==> config.mk <==
export PLATFORM = sky130hd
export DESIGN_NAME = fetch_stage_flat
export DESIGN_NICKNAME = d
export VERILOG_FILES = /design/src/rtl/fetch_stage_if.sv /design/src/rtl/fetch_stage.sv /design/src/flat_wrapper.sv
export SDC_FILE = /design/constraint.sdc
export NUM_CORES = 1
export LEC_CHECK = 0
export ABC_AREA = 1
export BUFFER_PORTS_ARGS = -buffer_cell sky130_fd_sc_hd__buf_2
export CORE_MARGIN = 8
export CORE_UTILIZATION = 45
export CTS_CLUSTER_DIAMETER = 60
export DETAILED_ROUTE_END_ITERATION = 12
export MAX_ROUTING_LAYER = met4
export PLACE_DENSITY = 0.73
export RECOVER_POWER = 50
export SYNTH_ARGS = -nofsm -noshare
export SYNTH_HDL_FRONTEND = slang
export SYNTH_SLANG_ARGS = --single-unit
==> constraint.sdc <==
create_clock -name clk -period 3.05 [get_ports clk]
set_clock_uncertainty 0.15 [all_clocks]
set_input_delay 0.4575 -clock clk [delete_from_list [all_inputs] [get_ports clk]]
set_output_delay 0.4575 -clock clk [all_outputs]
set_load 0.02 [all_outputs]
==> src/rtl/fetch_stage_if.sv <==
// Fetch-stage bundle: control inputs, instruction-memory port and IF/ID outputs.
// Counter signals exist only when FETCH_PERF_EN is defined.
interface fetch_stage_if #(
  parameter int XLEN = 64
);
  logic            stall;
  logic            branch_taken;
  logic [XLEN-1:0] branch_target;
  logic [XLEN-1:0] imem_addr;
  logic [31:0]     imem_rdata;
  logic [XLEN-1:0] if_id_pc;
  logic [31:0]     if_id_instr;
  logic            if_id_valid;
  logic [6:0]      opcode;
  logic            misalign_err;
`ifdef FETCH_PERF_EN
  logic [31:0]     fetch_count;
  logic [31:0]     bubble_count;
`endif

  modport master (
    input  stall, branch_taken, branch_target, imem_rdata,
    output imem_addr, if_id_pc, if_id_instr, if_id_valid, opcode, misalign_err
`ifdef FETCH_PERF_EN
    , output fetch_count, bubble_count
`endif
  );

  modport slave (
    output stall, branch_taken, branch_target, imem_rdata,
    input  imem_addr, if_id_pc, if_id_instr, if_id_valid, opcode, misalign_err
`ifdef FETCH_PERF_EN
    , input fetch_count, bubble_count
`endif
  );
endinterface

==> src/rtl/fetch_stage.sv <==
// PC owner and IF/ID register: one-cycle fetch latency, stall holds everything, redirect inserts one bubble.
// Optional saturating fetch/bubble counters are built when FETCH_PERF_EN is defined.
module fetch_stage #(
  parameter int              XLEN      = 64,
  parameter logic [XLEN-1:0] RESET_PC  = '0,
  parameter logic [31:0]     NOP_INSTR = 32'h0000_0013
) (
  input  logic          clk,
  input  logic          reset,
  fetch_stage_if.master bus
);
  logic [XLEN-1:0] pc;
  logic [XLEN-1:0] id_pc;
  logic [31:0]     id_instr;
  logic            id_valid;
  logic            misalign;
  logic            advance;

  // Redirect wins over stall, so only an unredirected, unstalled cycle advances.
  assign advance = !bus.branch_taken && !bus.stall;

  always_ff @(posedge clk) begin
    if (reset) begin
      pc       <= RESET_PC;
      id_pc    <= '0;
      id_instr <= NOP_INSTR;
      id_valid <= 1'b0;
    end else if (bus.branch_taken) begin
      pc       <= {bus.branch_target[XLEN-1:2], 2'b00};
      id_pc    <= pc;
      id_instr <= NOP_INSTR;
      id_valid <= 1'b0;
    end else if (!bus.stall) begin
      pc       <= pc + XLEN'(4);
      id_pc    <= pc;
      id_instr <= bus.imem_rdata;
      id_valid <= 1'b1;
    end
  end

  always_ff @(posedge clk) begin
    if (reset) begin
      misalign <= 1'b0;
    end else if (bus.branch_taken && (bus.branch_target[1:0] != 2'b00)) begin
      misalign <= 1'b1;
    end
  end

`ifdef FETCH_PERF_EN
  logic [31:0] fetch_cnt;
  logic [31:0] bubble_cnt;

  always_ff @(posedge clk) begin
    if (reset) begin
      fetch_cnt  <= '0;
      bubble_cnt <= '0;
    end else begin
      if (advance && (fetch_cnt != 32'hFFFF_FFFF)) begin
        fetch_cnt <= fetch_cnt + 32'd1;
      end
      if (bus.branch_taken && (bubble_cnt != 32'hFFFF_FFFF)) begin
        bubble_cnt <= bubble_cnt + 32'd1;
      end
    end
  end

  assign bus.fetch_count  = fetch_cnt;
  assign bus.bubble_count = bubble_cnt;
`endif

  assign bus.imem_addr    = pc;
  assign bus.if_id_pc     = id_pc;
  assign bus.if_id_instr  = id_instr;
  assign bus.if_id_valid  = id_valid;
  assign bus.opcode       = id_instr[6:0];
  assign bus.misalign_err = misalign;
endmodule

==> src/flat_wrapper.sv <==
// flat-port wrapper written by rule: the top's interface ports become plain ports
module fetch_stage_flat 
#(
  parameter int              XLEN      = 64,
  parameter logic [XLEN-1:0] RESET_PC  = '0,
  parameter logic [31:0]     NOP_INSTR = 32'h0000_0013
)
  (clk, reset, bus_stall, bus_branch_taken, bus_branch_target, bus_imem_rdata, bus_imem_addr, bus_if_id_pc, bus_if_id_instr, bus_if_id_valid, bus_opcode, bus_misalign_err);
  fetch_stage_if #(.XLEN(XLEN)) bus_i ();
  input  logic clk;
  input  logic reset;
  input wire logic [$bits(bus_i.stall)-1:0] bus_stall;
  input wire logic [$bits(bus_i.branch_taken)-1:0] bus_branch_taken;
  input wire logic [$bits(bus_i.branch_target)-1:0] bus_branch_target;
  input wire logic [$bits(bus_i.imem_rdata)-1:0] bus_imem_rdata;
  output wire logic [$bits(bus_i.imem_addr)-1:0] bus_imem_addr;
  output wire logic [$bits(bus_i.if_id_pc)-1:0] bus_if_id_pc;
  output wire logic [$bits(bus_i.if_id_instr)-1:0] bus_if_id_instr;
  output wire logic [$bits(bus_i.if_id_valid)-1:0] bus_if_id_valid;
  output wire logic [$bits(bus_i.opcode)-1:0] bus_opcode;
  output wire logic [$bits(bus_i.misalign_err)-1:0] bus_misalign_err;
  assign bus_i.stall = bus_stall;
  assign bus_i.branch_taken = bus_branch_taken;
  assign bus_i.branch_target = bus_branch_target;
  assign bus_i.imem_rdata = bus_imem_rdata;
  assign bus_imem_addr = bus_i.imem_addr;
  assign bus_if_id_pc = bus_i.if_id_pc;
  assign bus_if_id_instr = bus_i.if_id_instr;
  assign bus_if_id_valid = bus_i.if_id_valid;
  assign bus_opcode = bus_i.opcode;
  assign bus_misalign_err = bus_i.misalign_err;
  fetch_stage #(.XLEN(XLEN), .RESET_PC(RESET_PC), .NOP_INSTR(NOP_INSTR)) u_core (.clk(clk), .reset(reset), .bus(bus_i));
endmodule
## Yosys cells after proc, flatten, opt, wreduce, memory -nomap -nowiden

Index checks and enable logic that the tools add are counted.

| storage, ports and cells | value |
|---|---|
| word-level logic and storage cells | 15 |
| output and inout bits | 169 |
| ROM bits | 0 |
| memories | 0 |
| bits in registers | 162 |
| bits in writable memories | 0 |
| bits in latches | 0 |

| cells by class | value |
|---|---|
| div/mod/pow operators | 0 |
| add/subtract/negate cells | 1 |
| shift-type cells | 0 |
| equal/unequal tests | 1 |
| $lt $le $gt $ge | 0 |
| bitwise gates (word level) | 0 |
| multiply operators | 0 |
| multiplexer cells | 4 |
| reductions and logical operators | 3 |

Operator list:

| kind | number |
|---|---|
| $mux 64 | 4 |
| $add 64x3->64 const B | 1 |
| $ne 2x1->1 const B | 1 |
| $reduce_bool 2->1 | 1 |
| $reduce_or 2->1 | 1 |
| $logic_and 1x1->1 | 1 |

## Longest topological paths before layout

| logic depth | value |
|---|---|
| word-level depth | 3 |
| gate-level depth with buffers | 11 |
| depth with buffers taken out | 11 |

## Least setup slack after synthesis

OpenSTA, ideal clock, no wires.

| timing | value |
|---|---|
| kind | reg-to-reg |
| start | register u_core.pc[3], in the netlist u_core.bus.imem_addr[3] |
| end | register u_core.pc[26], in the netlist u_core.bus.imem_addr[26] |
| library setup time | 115 ps |
| slack | 1148 ps |
| required time | 2785 ps |
| data arrival time | 1636 ps |
| stages on the path, launching flop included | 10 |
| path through | dfxtp_1 -> ha_1 -> nand2_2 -> nor2_2 -> nand2_2 -> nor2_8 -> nand2_2 -> nor2_1 -> o21ai_0 -> and3_1 |

| between the ends | value |
|---|---|
| longest elaborated chain between the ends | 3 |

RTL lines:

| item | line | text |
|---|---|---|
| from (decl) | fetch_stage.sv:12 | `logic [XLEN-1:0] pc;` |
| from (signal assigned) | fetch_stage.sv:29 | `pc <= {bus.branch_target[XLEN-1:2], 2'b00};` |
| from (signal assigned) | fetch_stage.sv:34 | `pc <= pc + XLEN'(4);` |
| $add 64x3->64 | fetch_stage.sv:34 |  |
| $mux 64 | fetch_stage.sv:33 | `end else if (!bus.stall) begin` |
| $mux 64 | fetch_stage.sv:28 | `end else if (bus.branch_taken) begin` |

Every way passes these cells. The select of a mux whose other input is x is not followed.
A chain may end at the register's enable or synchronous reset.

## Worst setup path in the final report

| timing | value |
|---|---|
| start | input bus_stall |
| end | register u_core.pc[60], in the netlist u_core.bus.imem_addr[60] |

| between the ends | value |
|---|---|
| longest elaborated chain between the ends | 1 |

RTL lines:

| item | line | text |
|---|---|---|
| from (decl) | flat_wrapper.sv:12 | `input wire logic [$bits(bus_i.stall)-1:0] bus_stall;` |
| $ne 2x1->1 (no source line) | -- |  |

Every way passes these cells.

==> flow_summary.json <==
{
  "finalHoldViolations": 0,
  "netSwitchingPower_mw": 1.69,
  "start_kind": "input pin",
  "clk_latency_ns": 0.44,
  "ir_drop_v": 0.000417,
  "cts_tree": "yes",
  "reg2reg_depth": 9,
  "vias_per_cell": 5.36,
  "ys_seq_area_frac": 0.398,
  "multi_input_area_um2": 4190,
  "cp_data_required_time_ns": 3.22,
  "clkTransAtPathRegs_ns": 0.07,
  "leakage_nw": 4.24,
  "die_h_um": 149,
  "outcome": "finished clean",
  "n_antenna_cell": 0,
  "synth_cell_types": 33,
  "r2r_start": "u_core.bus.imem_addr[3]",
  "worst_pin_slew_ns": 1.39,
  "cts_made_buffers": 17,
  "start_util": 0.459,
  "place_area_um2": 9370,
  "finalSetupViolCount": 0,
  "ys.flop_type": "dfxtp_1",
  "p_sw_frac": 0.309,
  "yosysMostFrequentCell": "nand2_1",
  "slowest_stage": "clkbuf_1",
  "ant_nets": 0,
  "slew_headroom": 0.0705,
  "clock_path_buffers": 2,
  "finalInstanceArea_um2": 9880,
  "portBuffers": 264,
  "seqPwrFrac": 0.429,
  "die_w_um": 149,
  "drt_pass1_iterations": 7,
  "max_clock_freq_mhz": 417,
  "die-area_um2": 22200,
  "cp_max_fo": 85,
  "min_path_type": "input pin to register",
  "drv_slew": 0,
  "ctsHtreeMaxLevel": 4,
  "finalPower_mw": 5.46,
  "regArea_um2": 3160,
  "pre_cts_ws_ns": 0.948,
  "synth_edf_count": 0,
  "grt_pass1_wl_mm": 47.0,
  "dpl.hpwl_mm": 22.9,
  "arrival_ns": 2.57,
  "synth.ff_latch_count": 158,
  "vias": 9003,
  "antenna_found_initial": 0,
  "fin_setup_tns_ns": 0,
  "max_stage_delay_ns": 0.56,
  "fin_crit_ns": 2.40,
  "cts.sinks": 158,
  "gp_congestion": 0.934,
  "pin_count": 269,
  "met1_length_mm": 12.8,
  "reg2reg_slack_ns": 0.90,
  "grt_pass1_vias": 8605,
  "drt_wl_total_mm": 30.3,
  "rows": 48,
  "route.detailed.drc": 0,
  "n_fill_cell": 1784,
  "power_frac_comb": 0.147,
  "cts-resized-gates": 0,
  "post_cts_buffers": 0,
  "drtIter0Drc": 725,
  "overflow": 0,
  "powerDensity_nw_per_um2": 553,
  "cts_root_buf": "clkbuf_16",
  "ctsHoldBuffers": 0,
  "coreArea_um2": 17300,
  "holdCritStartpoint": "bus_imem_rdata[0]",
  "p_int_mw": 3.78,
  "p_clk_frac": 0.424,
  "layout_setup_ws_ns": 0.654,
  "grt_max_degree": 86,
  "whs_endpoint": "u_core.bus.if_id_instr[0]",
  "synth_async_sr_flop_share": 0,
  "holdWs_ns": 0.0709,
  "synth_top_area_share": 0.398,
  "whs_path_depth": 3,
  "rsz0062_at_grt": "false",
  "r2r-end": "u_core.bus.imem_addr[60]",
  "worstPathCellList": "clkbuf_1 > inv_1 > nor2_1 > clkinv_2 > buf_2 > o21ai_0 > a21oi_1",
  "wl_met3_mm": 2.98,
  "synth_cells": 1218,
  "ys_top_cells_by_count": "nand2_1 (274), nor2_1 (219), dfxtp_1 (158)",
  "nNetsFinal": 1544,
  "avgSynthCellArea_um2": 6.52,
  "worst-setup-path-type": "input pin to register",
  "avgRoutedWirePerCell_um": 18.0,
  "wl_met2_mm": 13.8,
  "cp-end-kind": "register",
  "maxCapViolCount": 0,
  "track_usage": 0.275,
  "top_layer": "met4",
  "area_delta_synth_final_pct": 24.4,
  "synth_area_um2": 7940,
  "drive_above_1_share": 0.185,
  "synth_area_leader_cell": "dfxtp_1",
  "ys_warn_count": 0,
  "min_period_over_period": 0.786,
  "synthTopCellsByArea": "dfxtp_1 (40%), nand2_1 (13%), nor2_1 (10%), a21oi_1 (8.9%), o21ai_0 (7.5%)"
}
registers in the layout, indices dropped and copies added (netlist names):
| register | flops |
|---|---|
| u_core.bus.if_id_valid | 1 |
| u_core.bus.if_id_pc | 62 |
| u_core.bus.imem_addr | 62 |
| u_core.bus.if_id_instr | 32 |
| u_core.bus.misalign_err | 1 |
power groups by stage:
stage,Clock [mW],Sequential [mW],Combinational (mW)
finish,2.31,2.34,0.804
global route,2.42,2.36,0.879
CTS,2.33,2.34,0.824
detailed placement,0,2.38,0.820
global placement,0,2.38,0.816
floorplan,0,2.51,0.343
layer usage:
metal	global-route usage	vias up
li1	-	4443
met1	0.338	4124
met2	0.425	393
met3	0.0813	43
met4	0.0899	0
met5	-	-
stage by stage:
step	util	cells
after global placement	0.542	1649
final	0.571	1681
after CTS	0.578	1681
after detailed placement	0.542	1649
after floorplan	-	1221
after global routing	0.571	1681
cell type report:
type / count / share of cell area
inverter: 71 / 0.0271
clock inverter: 15 / 0.0201
timing repair buffer: 277 / 0.137
clock buffer: 17 / 0.0430
multi-input combinational: 918 / 0.424
tap: 225 / 0.0285
sequential: 158 / 0.320
how the worst max path moves through the flow:
stage / from / to / slack [ns] / depth (start not counted)
detailed placement: u_core.bus.imem_addr[3] / u_core.bus.imem_addr[46] / 0.95 / 11
global placement: u_core.bus.imem_addr[3] / u_core.bus.imem_addr[46] / 1.0 / 11
global route: bus_stall / u_core.bus.if_id_pc[46] / 0.43 / 7
CTS: u_core.bus.imem_addr[3] / u_core.bus.imem_addr[60] / 0.92 / 9
finish: bus_stall / u_core.bus.imem_addr[60] / 0.65 / 7
floorplan: u_core.bus.imem_addr[3] / u_core.bus.imem_addr[26] / 1.15 / 9
critical path, delay by kind of cell:
kind / cells / cell delay [ns]
and+or+nand+nor: 1 / 0.23
buffers and inverters: 4 / 1.33
AOI/OAI and AO/OA: 2 / 0.51
layout by cell type, fill, tap and decap left out, drive strengths merged, types with 67 or more instances in the layout:
| master | n |
|---|---|
| clkbuf | 85 |
| nand3 | 67 |
| o21ai | 122 |
| buf | 209 |
| dfxtp | 158 |
| inv | 79 |
| nand2 | 284 |
| a21oi | 141 |
| nor2 | 231 |
kinds of logic after synthesis:
| group | count (synthesis) | share of synthesized area |
|---|---|---|
| AND/OR/NAND/NOR | 603 | 0.314 |
| AO/OA/AOI/OAI | 305 | 0.205 |
| flip-flops | 158 | 0.398 |
| buffers and inverters | 145 | 0.0752 |
| XOR/XNOR | 5 | 0.00552 |
| adder cells (fa/ha/maj) | 1 | 0.00158 |
| other | 1 | 0.000472 |
Note: power is estimated with default switching activity, not from simulation.
